**config.mk**
```make
export PLATFORM = sky130hd
export DESIGN_NAME = bin2bcd_seq
export DESIGN_NICKNAME = d
export VERILOG_FILES = /design/src/rtl/bin2bcd_pkg.sv /design/src/rtl/bcd_digit_adj.sv /design/src/rtl/bin2bcd_seq.sv
export SDC_FILE = /design/constraint.sdc
export NUM_CORES = 1
export LEC_CHECK = 0
export ABC_AREA = 1
export BUFFER_PORTS_ARGS = -buffer_cell sky130_fd_sc_hd__buf_2
export CORE_MARGIN = 4
export CORE_UTILIZATION = 57
export CTS_CLUSTER_DIAMETER = 200
export CTS_CLUSTER_SIZE = 10
export DETAILED_ROUTE_END_ITERATION = 16
export PLACE_DENSITY_LB_ADDON = 0.1
export SYNTH_ARGS = -nofsm -noshare
export SYNTH_HDL_FRONTEND = slang
export SYNTH_SLANG_ARGS = --single-unit
```
**constraint.sdc**
```tcl
create_clock -name clk -period 1.3 [get_ports clk]
set_input_delay 0.065 -clock clk [delete_from_list [all_inputs] [get_ports clk]]
set_output_delay 0.065 -clock clk [all_outputs]
set_load 0.005 [all_outputs]
```
**src/rtl/bin2bcd_pkg.sv**
```systemverilog
// Shared constants, FSM state type and the single-digit add-3 correction for bin2bcd_seq.
package bin2bcd_pkg;

    localparam int BCD_DIGITS     = 4;
    localparam int SCRATCH_DIGITS = 5;
    localparam logic [13:0] MAX_DEC = 14'd9999;

    typedef enum logic {
        IDLE  = 1'b0,
        SHIFT = 1'b1
    } state_t;

    // Pre-shift correction: digits 5..9 become 8..12 so the shift carries into the next digit.
    function automatic logic [3:0] digit_adj(input logic [3:0] digit);
        return (digit >= 4'd5) ? (digit + 4'd3) : digit;
    endfunction

endpackage

```
**src/rtl/bcd_digit_adj.sv**
```systemverilog
// Combinational add-3-if->=5 correction for one BCD digit of the double-dabble scratch.
module bcd_digit_adj
    import bin2bcd_pkg::*;
(
    input  logic [3:0] i_digit,
    output logic [3:0] o_digit
);

    assign o_digit = digit_adj(i_digit);

endmodule

```
**src/rtl/bin2bcd_seq.sv**
```systemverilog
// Sequential binary-to-BCD converter (double dabble, one shift per clock).
// Define BIN2BCD_SAT_EN to clamp values above 9999 to 9999 instead of dropping the 5th digit.
module bin2bcd_seq
    import bin2bcd_pkg::*;
#(
    parameter int IN_W = 14
) (
    input  logic                    clk,
    input  logic                    rst,
    input  logic                    start,
    input  logic [IN_W-1:0]         bin,
    output logic                    busy,
    output logic                    done,
    output logic [4*BCD_DIGITS-1:0] bcd,
    output logic                    ovf
);

    localparam int SCR_W = 4 * SCRATCH_DIGITS;
    localparam int CNT_W = 5;

    state_t                  r_state;
    state_t                  w_state_next;
    logic [IN_W-1:0]         r_bin_sr;
    logic [SCR_W-1:0]        r_scratch;
    logic [CNT_W-1:0]        r_cnt;
    logic                    r_ovf_next;
    logic                    r_done;
    logic                    r_ovf;
    logic [4*BCD_DIGITS-1:0] r_bcd;

    logic [SCR_W-1:0]        w_adj;
    logic [SCR_W-1:0]        w_shifted;
    logic [16:0]             w_bin_ext;
    logic                    w_ovf_in;
    logic [IN_W-1:0]         w_load;
    logic                    w_accept;
    logic                    w_last;
    logic                    w_unused_msb;

    generate
        for (genvar gi = 0; gi < SCRATCH_DIGITS; gi++) begin : g_adj
            bcd_digit_adj u_adj (
                .i_digit (r_scratch[4*gi +: 4]),
                .o_digit (w_adj[4*gi +: 4])
            );
        end
    endgenerate

    // Top scratch bit never holds data for inputs up to 65535, so it is shifted out unused.
    assign w_unused_msb = w_adj[SCR_W-1];
    assign w_shifted    = {w_adj[SCR_W-2:0], r_bin_sr[IN_W-1]};

    assign w_bin_ext = 17'(bin);
    assign w_ovf_in  = (w_bin_ext > 17'(MAX_DEC));
`ifdef BIN2BCD_SAT_EN
    assign w_load = w_ovf_in ? IN_W'(MAX_DEC) : bin;
`else
    assign w_load = bin;
`endif

    assign w_accept = (r_state == IDLE) && start;
    assign w_last   = (r_state == SHIFT) && (r_cnt == CNT_W'(1));

    always_ff @(posedge clk) begin
        if (rst) begin
            r_state <= IDLE;
        end else begin
            r_state <= w_state_next;
        end
    end

    always_comb begin
        w_state_next = r_state;
        case (r_state)
            IDLE:    if (start)  w_state_next = SHIFT;
            SHIFT:   if (w_last) w_state_next = IDLE;
            default: w_state_next = IDLE;
        endcase
    end

    always_ff @(posedge clk) begin
        if (rst) begin
            r_bin_sr   <= '0;
            r_scratch  <= '0;
            r_cnt      <= '0;
            r_ovf_next <= 1'b0;
            r_done     <= 1'b0;
            r_bcd      <= '0;
            r_ovf      <= 1'b0;
        end else begin
            r_done <= 1'b0;
            if (w_accept) begin
                r_bin_sr   <= w_load;
                r_scratch  <= '0;
                r_cnt      <= CNT_W'(IN_W);
                r_ovf_next <= w_ovf_in;
            end else if (r_state == SHIFT) begin
                r_scratch <= w_shifted;
                r_bin_sr  <= {r_bin_sr[IN_W-2:0], 1'b0};
                r_cnt     <= r_cnt - CNT_W'(1);
                if (w_last) begin
                    // Result and flag land together so the display never sees a partial value.
                    r_bcd  <= w_shifted[4*BCD_DIGITS-1:0];
                    r_ovf  <= r_ovf_next;
                    r_done <= 1'b1;
                end
            end
        end
    end

    assign busy = (r_state == SHIFT);
    assign done = r_done;
    assign bcd  = r_bcd;
    assign ovf  = r_ovf;

endmodule

```
==> impl_results.md <==
* Outcome: finished clean
* Cells after DPL at 474
* Area Growth Syn to Fin at 16.66%
* Gpl congestion at 0.8892
* Hold WC Path Type: in -> reg
* DRC at 0
* Diode count at 0
* H-tree levels at 2
* Leak at 0.001690 uW
* Total Wirelength at 5657 um
* Synth Area in Simple Gates at 0.3646
* CTS tree: yes
* Sw frac at 0.2694
* Area fraction in compound gates after synthesis at 0.06851
* First-pass GRT wire length at 9563 um
* Max VDD drop at 0.6634 mV
* Row count at 24
* Maximum clock rate at 0.8241 GHz
* Yosys Warn Count at 0
* Non-filler instance count after layout at 484
* DRT iter0 DRCs at 146
* Clock Sinks at 55
* Layout cells sized above 1 at 0.2037
* Gr usage total at 0.1950
* CP max stage cell: dfxtp_4
* Max Cap Violations at 0
* NetSw at 899.6 uW
* P per Cell Area at 1074 nW/um2
* CP top delay family: flip-flops
* Vias in the first global route at 2199
* Total grt overflow at 0
* Worst Setup End Kind: register
* Num ports at 36
* CP max stage delay at 0.37 ns
* CTS max path bufs at 2
* Via/cell ratio at 5.002
* Worst-Skew Late Latency at 0.30 ns
* Reg2reg setup slack at 0.09 ns
* Post-synthesis async set-or-reset flop share at 0
* Initial Utilization at 0.5999
* Post-synthesis mux area share at 0
* Max-slew violations at 0
* Crit-path max FO at 5
* Worst EP required at 1.54 ns
* Top cells by count, synth: nand2_1, dfxtp_1, inv_1, nand3_1, nor2_1
* Die width at 76.40 um
* Die footprint at 5836 um2
* Final setup violation count at 0
* Critical path startpoint category: register
* Flop pwr share at 0.544
* CTS Root Cell: clkbuf_8
* Critical path buffers and inverters at 2
* Cell variety after synth at 24
* Core area at 4444 um2
* Combinational family with the most area after synthesis: simple AND/OR/NAND/NOR gates
* Setup CP Type: reg -> reg
* Final HPWL DP at 4050 um
* Yosys reg bits at 55
* CTS clk-pin slew, worst paths at 0.09 ns
* Total CTS buffers at 5
* Worst path arrival time at 1.46 ns
* Crit share post-route at 0.9334
* Rel. slew slack at 0.7903
* Initial antenna violation count at 0
* Synthesized-area fraction occupied by adder cells at 0.04693
* Post-synth EDFFs at 0
* TritonRoute pass-1 iters at 4
* Hold WS at 0.04147 ns
* Final Hold Fails at 0
* Wire length per cell after detailed routing at 11.69 um
* Tmin final at 1.213 ns
* Commonest register cell after synthesis: dfxtp_1
* Post-Syn Area at 2666 um2
* Final Skew at 0.003820 ns
* Synth top area share at 0.4130
* Die height at 76.40 um
* Internal power at 2440 uW
* # port buffers at 35
* Largest net degree at the start of global routing at 27
* Slew @ Worst Pin at 0.3113 ns
* Comb pwr share at 0.151
* Post-route antenna net violation count at 0
* Nets@finish at 458
* Xor-xnor portion of the synthesized cell area at 0
* Unrepaired setup endpoints after global routing: yes
* Ranking of synthesized cells by area: dfxtp_1, nand2_1, inv_1
* Clock power frac at 0.305
* Via count at 2421
* Mapped Avg Cell Area at 6.784 um2
* Synth Net Count at 420
* Leading area contributor after synthesis: dfxtp_1
* Most common cell in the synthesized netlist: nand2_1
* CP Cell Sequence: inv_1 -> ha_1 -> inv_1 -> nand2_2 -> a21boi_0 -> nor2_1 -> nor2_1
* Mapped Cells at 393
* Sequential cell area fraction in the yosys report at 0.4130
-- cells by family (layout without fill, tap and decap cells) --
group | count (synthesis) | count (layout)
AOI/OAI and AO/OA | 33 | 33
buffers and inverters | 67 | 106
DFF | 55 | 55
adders and majority gates | 10 | 10
and+or+nand+nor | 228 | 228
-- timing repair --
item | CTS | global route
gates resized for setup | 3 | 34
hold endpoints to repair | 1 | 0
endpoints found under the setup margin | 3 | 42
pin swaps | 0 | 2
hold buffers | 1 | 0
setup buffers | 0 | 1
cloned | 0 | 0
-- power by group through the flow --
stage	sequential (uW)	combinational, uW	clock, uW
finish	1820	504	1020
global route	1830	572	1120
CTS	1810	472	1060
detailed placement	1850	467	0
global placement	1850	455	0
floorplan	1830	352	0
-- layer usage --
metal	wire length, um	global-route usage	vias to the layer above
met1	2660	0.2476	1088
met2	2728	0.3401	36
met4	42	0.05072	0
met5	0	0	-
met3	226	0.03546	4
li1	-	-	1293
-- registers in the layout (all words and copies together) (netlist names) --
signal / flops
bcd: 16
r_scratch: 16
r_ovf_next: 1
r_bin_sr: 14
busy: 1
done: 1
ovf: 1
r_cnt: 5
-- tightest hold or removal path, stage by stage --
cell and delay (ns):
buf_2 0.08, nand2_1 0.04, nand3_1 0.06, nand2_1 0.04, inv_1 0.04
-- through the flow --
stage / cell area (um2) / util / power [uW] / TNS (ns) / setup WS (ns)
2_1_floorplan: 2666 / - / 2187 / 0 / 0.1154
5_1_grt: 3110 / 0.6999 / 3516 / -0.1080 / -0.02924
3_3_place_gp: 2898 / 0.6520 / 2301 / 0 / 0.01387
6_report: 3110 / 0.6999 / 3339 / 0 / 0.08661
4_1_cts: 3018 / 0.6791 / 3342 / 0 / 0.01243
3_5_place_dp: 2898 / 0.6520 / 2315 / 0 / 0.006086
-- path summary, 6_finish.rpt --
path                                   start  depth (start not counted)           end
worst min register to register        bcd[4]                          2        bcd[4]
worst max-delay path            r_scratch[0]                          7  r_scratch[3]
worst max register to register  r_scratch[0]                          7  r_scratch[3]
worst min-delay path                  bin[3]                          5   r_bin_sr[3]
-- layout by cell type (no fill, tap or decap) --
master,count
nand2_1,152
dfxtp_1,47
inv_1,46
buf_2,35
nand3_1,28
nor2_1,19
a21oi_1,17
ha_1,9
nand4_1,8
o21ai_0,8
inv_2,7
dfxtp_2,7
clkbuf_8,7
nand2_2,6
nand3_2,5
nor2_4,3
buf_12,3
buf_4,3
inv_4,2
or2_2,2
a21boi_1,2
nor3_1,2
nor2_8,1
nand2_4,1
a21boi_2,1
a21boi_0,1
o21ai_1,1
a221oi_1,1
nand4_2,1
a31oi_1,1
o21bai_1,1
ha_2,1
clkinvlp_4,1
dlygate4sd3_1,1
buf_8,1
dfxtp_4,1
-- layout make-up --
cell class | instances | area (um2)
clock inverters | 1 | 7.507
multi-input cells | 271 | 1334
clock buffers | 7 | 96.34
well taps | 52 | 65.06
fillers | 387 | 1334
flip-flops and latches | 55 | 1114
inverters | 55 | 211.5
repair buffers | 43 | 282.8
No activity file was read; power rests on OpenSTA's default activity.
